`config.mk`:
```
export PLATFORM = sky130hd
export DESIGN_NAME = multicycle_controller
export DESIGN_NICKNAME = d
export VERILOG_FILES = /design/src/rtl/multicycle_controller.sv
export SDC_FILE = /design/constraint.sdc
export NUM_CORES = 1
export LEC_CHECK = 0
export ABC_AREA = 1
export CAP_MARGIN = 20
export CORE_UTILIZATION = 25
export DETAILED_ROUTE_END_ITERATION = 16
export HOLD_SLACK_MARGIN = 0.02
export SYNTH_ARGS = -nofsm -noshare
export SYNTH_HDL_FRONTEND = slang
export SYNTH_SLANG_ARGS = --single-unit
```
`constraint.sdc`:
```
create_clock -name CLK -period 2.11 [get_ports CLK]
set_clock_uncertainty 0.15 [all_clocks]
set_input_delay 0.422 -clock CLK [delete_from_list [all_inputs] [get_ports CLK]]
set_output_delay 0.422 -clock CLK [all_outputs]
set_load 0.05 [all_outputs]
```
`src/rtl/multicycle_controller.sv`:
```
// Control FSM for the multi-cycle RV32I core: one state per clock, Moore-style
// datapath selects and write enables derived from the current state and the IR fields.
module multicycle_controller #(
  parameter int STATE_W = 4
) (
  input  logic               CLK,
  input  logic               RESET,
  input  logic [6:0]         OP,
  input  logic [2:0]         funct3,
  input  logic [6:0]         funct7,
  input  logic               Zero,
  output logic [1:0]         ALUSrcA,
  output logic [1:0]         ALUSrcB,
  output logic [1:0]         ImmSrc,
  output logic [1:0]         ResultSrc,
  output logic [2:0]         ALUControl,
  output logic               AdrSrc,
  output logic               PCWrite,
  output logic               MemWrite,
  output logic               RegWrite,
  output logic               IRWrite,
  output logic               Illegal,
  output logic [STATE_W-1:0] STATE
);

  localparam logic [6:0] OPC_LOAD  = 7'b0000011;
  localparam logic [6:0] OPC_STORE = 7'b0100011;
  localparam logic [6:0] OPC_RTYPE = 7'b0110011;
  localparam logic [6:0] OPC_ITYPE = 7'b0010011;
  localparam logic [6:0] OPC_JAL   = 7'b1101111;
  localparam logic [6:0] OPC_BEQ   = 7'b1100011;

  typedef enum logic [STATE_W-1:0] {
    FETCH    = STATE_W'(0),
    DECODE   = STATE_W'(1),
    MEMADR   = STATE_W'(2),
    MEMREAD  = STATE_W'(3),
    MEMWB    = STATE_W'(4),
    MEMWRITE = STATE_W'(5),
    EXECR    = STATE_W'(6),
    ALUWB    = STATE_W'(7),
    EXECI    = STATE_W'(8),
    JAL      = STATE_W'(9),
    BEQ      = STATE_W'(10)
  } state_t;

  state_t     state_q, state_d;
  logic [1:0] aluOp;
  logic       pcUpdate, branch, memWriteRaw, regWriteRaw, irWriteRaw;
  logic       supported;
  logic       unusedFunct7;

  assign unusedFunct7 = ^{funct7[6], funct7[4:0]};

  always_ff @(posedge CLK or negedge RESET) begin
    if (!RESET) state_q <= FETCH;
    else        state_q <= state_d;
  end

  always_comb begin
    supported = (OP == OPC_LOAD) || (OP == OPC_STORE) || (OP == OPC_RTYPE) ||
                (OP == OPC_ITYPE) || (OP == OPC_JAL) || (OP == OPC_BEQ);
  end

  // Unused encodings fall through to FETCH so a corrupted state self-recovers.
  always_comb begin
    state_d = FETCH;
    case (state_q)
      FETCH:   state_d = DECODE;
      DECODE: begin
        case (OP)
          OPC_LOAD, OPC_STORE: state_d = MEMADR;
          OPC_RTYPE:           state_d = EXECR;
          OPC_ITYPE:           state_d = EXECI;
          OPC_JAL:             state_d = JAL;
          OPC_BEQ:             state_d = BEQ;
          default:             state_d = FETCH;
        endcase
      end
      MEMADR:  state_d = OP[5] ? MEMWRITE : MEMREAD;
      MEMREAD: state_d = MEMWB;
      EXECR:   state_d = ALUWB;
      EXECI:   state_d = ALUWB;
      JAL:     state_d = ALUWB;
      default: state_d = FETCH;
    endcase
  end

  always_comb begin
    ALUSrcA     = 2'b00;
    ALUSrcB     = 2'b00;
    ResultSrc   = 2'b00;
    AdrSrc      = 1'b0;
    aluOp       = 2'b00;
    pcUpdate    = 1'b0;
    branch      = 1'b0;
    memWriteRaw = 1'b0;
    regWriteRaw = 1'b0;
    irWriteRaw  = 1'b0;
    case (state_q)
      FETCH: begin
        irWriteRaw = 1'b1;
        ALUSrcB    = 2'b10;
        ResultSrc  = 2'b10;
        pcUpdate   = 1'b1;
      end
      DECODE: begin
        ALUSrcA = 2'b01;
        ALUSrcB = 2'b01;
      end
      MEMADR: begin
        ALUSrcA = 2'b10;
        ALUSrcB = 2'b01;
      end
      MEMREAD:  AdrSrc = 1'b1;
      MEMWB: begin
        ResultSrc   = 2'b01;
        regWriteRaw = 1'b1;
      end
      MEMWRITE: begin
        AdrSrc      = 1'b1;
        memWriteRaw = 1'b1;
      end
      EXECR: begin
        ALUSrcA = 2'b10;
        aluOp   = 2'b10;
      end
      EXECI: begin
        ALUSrcA = 2'b10;
        ALUSrcB = 2'b01;
        aluOp   = 2'b10;
      end
      ALUWB:    regWriteRaw = 1'b1;
      JAL: begin
        ALUSrcA  = 2'b01;
        ALUSrcB  = 2'b10;
        pcUpdate = 1'b1;
      end
      BEQ: begin
        ALUSrcA = 2'b10;
        aluOp   = 2'b01;
        branch  = 1'b1;
      end
      default: ;
    endcase
  end

  always_comb begin
    case (OP)
      OPC_STORE: ImmSrc = 2'b01;
      OPC_BEQ:   ImmSrc = 2'b10;
      OPC_JAL:   ImmSrc = 2'b11;
      default:   ImmSrc = 2'b00;
    endcase
  end

  // Subtract only for R-type with funct7[5]; addi reuses funct7 bits as immediate.
  always_comb begin
    ALUControl = 3'b000;
    case (aluOp)
      2'b00: ALUControl = 3'b000;
      2'b01: ALUControl = 3'b001;
      default: begin
        case (funct3)
          3'b000:  ALUControl = (OP[5] & funct7[5]) ? 3'b001 : 3'b000;
          3'b010:  ALUControl = 3'b101;
          3'b110:  ALUControl = 3'b011;
          3'b111:  ALUControl = 3'b010;
          default: ALUControl = 3'b000;
        endcase
      end
    endcase
  end

  // Write enables are gated by RESET so nothing is written while reset is held.
  assign PCWrite  = RESET & (pcUpdate | (branch & Zero));
  assign MemWrite = RESET & memWriteRaw;
  assign RegWrite = RESET & regWriteRaw;
  assign IRWrite  = RESET & irWriteRaw;
  assign Illegal  = RESET & (state_q == DECODE) & ~supported;
  assign STATE    = state_q;

endmodule
```
==> metrics.md <==
| Metric | Value |
|---|---|
| Clock H-tree levels | 1 |
| Initial detailed-routing violation count | 10 |
| Via count | 760 |
| Flop2flop setup slack | 730 ps |
| Synth area leaders | dfrtp_1 19%, nand2_1 15%, nor2_1 11% |
| R2r endpoint | STATE[1]$_DFF_PN0_ |
| Crit Path Max Fanout | 2 |
| CTS tree | done |
| Peak Freq | 0.488 GHz |
| Dpl ws | -70.9 ps |
| Finished Layout Cells | 169 |
| Worst hold path class | in2async |
| Synth Instances | 96 |
| Post-synth top flop | dfrtp_1 |
| Antenna viol nets, final | 0 |
| DP Wirelength | 1440 µm |
| Final Hold Viols | 0 |
| Clock Latency Late Sink | 230 ps |
| Post-synth top area share | 18.6% |
| Total Power | 1.17 mW |
| CTS sink cnt | 4 |
| Synthesized area | 538 µm² |
| Power Dens Cells | 874 mW/mm² |
| Vias in the first global route | 673 |
| Layout cells sized above 1 | 57.0% |
| Avg Synthesized Cell Area | 5.60 µm² |
| GP Congestion | 0.840 |
| Peak supply drop | 0.000626 V |
| Status | complete, no violations |
| Number of synthesized flops with an enable pin | 0 |
| Yosys warns | 0 |
| Largest net degree at the start of global routing | 7 |
| Worst Max-Slew Pin Slew | 297 ps |
| Synth-to-layout area growth | 148% |
| Detailed Route WL | 1930 µm |
| Die width | 48.4 µm |
| Die ar. | 0.00234 mm² |
| Reg-to-reg critical path startpoint | STATE[0]$_DFF_PN0_ |
| Arr. time, crit path | 1480 ps |
| Nets | 164 |
| Max Cap Viol | 0 |
| Reg2reg path depth | 6 |
| Port buffer count | 34 |
| Relative slew margins | 80.1% |
| Ys async rst share | 100% |
| Launch point of the critical path | RESET |
| Worst setup path class | in2out |
| Metal3 WL | 95 µm |
| First-pass GRT wire length | 2790 µm |
| WP data required | 1540 ps |
| Core area | 0.00200 mm² |
| Final Worst Setup Slack | 62.6 ps |
| Top sig layer | met3 |
| Crit end category | output port |
| Post-Place Cells | 166 |
| Netlist cell types | 20 |
| Post-synth net total | 116 |
| Initial core utilization | 26.9% |
| Reg clk slew, reported paths | 40 ps |
| Final setup fails | 0 |
| DRC viols | 0 |
| ANT cells | 0 |
| M1 WL | 714 µm |
| Final Cycle Share | 97.0% |
| Row cnt | 16 |
| Longest Clk Path Bufs | 2 |
| Max Slew Vio Count | 0 |
| Count leader, synth | nand2_1 |
| Wirelength per Cell | 11.4 µm |
| DR pass1 iterations | 3 |
| Io pins | 41 |
| Met2 WL | 1120 µm |
| Register bit total from synthesis | 4 |
| Commonest cells post-synth | 21 x nand2_1, 16 x nor2_1, 14 x inv_1, 7 x nand3_1, 6 x nor2_2 |
| Tmin final | 2050 ps |
| CTS buffer count | 3 |
| CP Launch Type | input pin |
| Vias per inst | 4.50 |
| Initial antenna violation count | 0 |
| Max reg flops | 4 |
| Filler cells | 172 |
| Die height | 48.4 µm |
| Gr ovfl total | 0 |
| Static Leak | 0.655 nW |
| CTS root buf | clkbuf_4 |
| Seq/Total Area, Yosys | 18.6% |
| Largest area contributor in the netlist | dfrtp_1 |
| All-Layer GR Usage | 15.2% |
==> kinds of logic (layout without fill, tap and decap cells) <==
kind of cell           Yosys count  in the layout  synth area share, %
AO/OA/AOI/OAI                    8              8                 8.60
AND/OR/NAND/NOR                 66             66                 60.2
flip-flops                       4              4                 18.6
buffers and inverters           18             64                 12.6
==> worst max-delay path, cell delays in order <==
cell	delay [ps]
clkdlybuf4s50_1	500
inv_2	60
nor4_4	310
buf_12	180
==> routing by layer <==
layer,up-vias,track usage [%]
li1,393,-
met1,340,15.8
met2,27,28.6
met3,0,3.46
met4,0,6.86
met5,-,0
==> power by group <==
part | total, mW | internal (mW) | switching (mW)
logic | 0.939 | 0.395 | 0.543
registers | 0.134 | 0.0928 | 0.0414
clock network | 0.0931 | 0.0635 | 0.0296
total | 1.17 | 0.552 | 0.615
==> how the worst max path moves through the flow <==
stage | endpoint | slack, ps | cells after the start
6_report | RegWrite | 60 | 4
5_1_grt | ALUControl[0] | -4 | 7
4_1_cts | ImmSrc[0] | -50 | 5
3_5_place_dp | Illegal | -70 | 8
3_3_place_gp | Illegal | -40 | 8
2_1_floorplan | ALUSrcA[1] | -5 | 3
==> through the flow <==
| step | hold slack, ps | TNS (ps) | instance area, µm² | util [%] |
|---|---|---|---|---|
| global placement | 591 | -96.9 | 1190 | 59.7 |
| finish | 367 | 0 | 1330 | 66.6 |
| detailed placement | 582 | -108 | 1190 | 59.7 |
| global route | 373 | -4.50 | 1330 | 66.6 |
| floorplan | -23.6 | -4.85 | 593 | - |
| CTS | 342 | -96.4 | 1230 | 61.4 |
==> what timing repair did <==
item	in CTS	in global routing
resized for setup	3	31
endpoints found under the hold margin	0	0
endpoints found under the setup margin	3	7
setup buffers	0	0
hold buffers	0	0
pin swaps	2	6
==> placed cells by master (no fill, tap or decap), types with 2 or more instances in the layout <==
cell type / instances
inv_2: 6
nor2_1: 7
nand2_4: 2
buf_12: 17
inv_1: 11
nor2_2: 9
nor3_1: 2
o21ai_4: 2
nand3_4: 2
clkdlybuf4s50_1: 6
a21oi_1: 2
dfrtp_2: 4
buf_4: 13
nor2_4: 8
nand2_1: 16
nand2_2: 9
clkbuf_4: 3
dlymetal6s2s_1: 7
nand3_1: 5
==> area by class of cell <==
cell class                 instances  area [µm²]  area share [%]
timing repair buffer              43         586            43.9
multi-input combinational         74         517            38.7
inverter                          18        70.1            5.25
clock buffer                       3        22.5            1.69
tap                               27        33.8            2.53
sequential                         4         105            7.88
(Power assumes the default switching activity.)
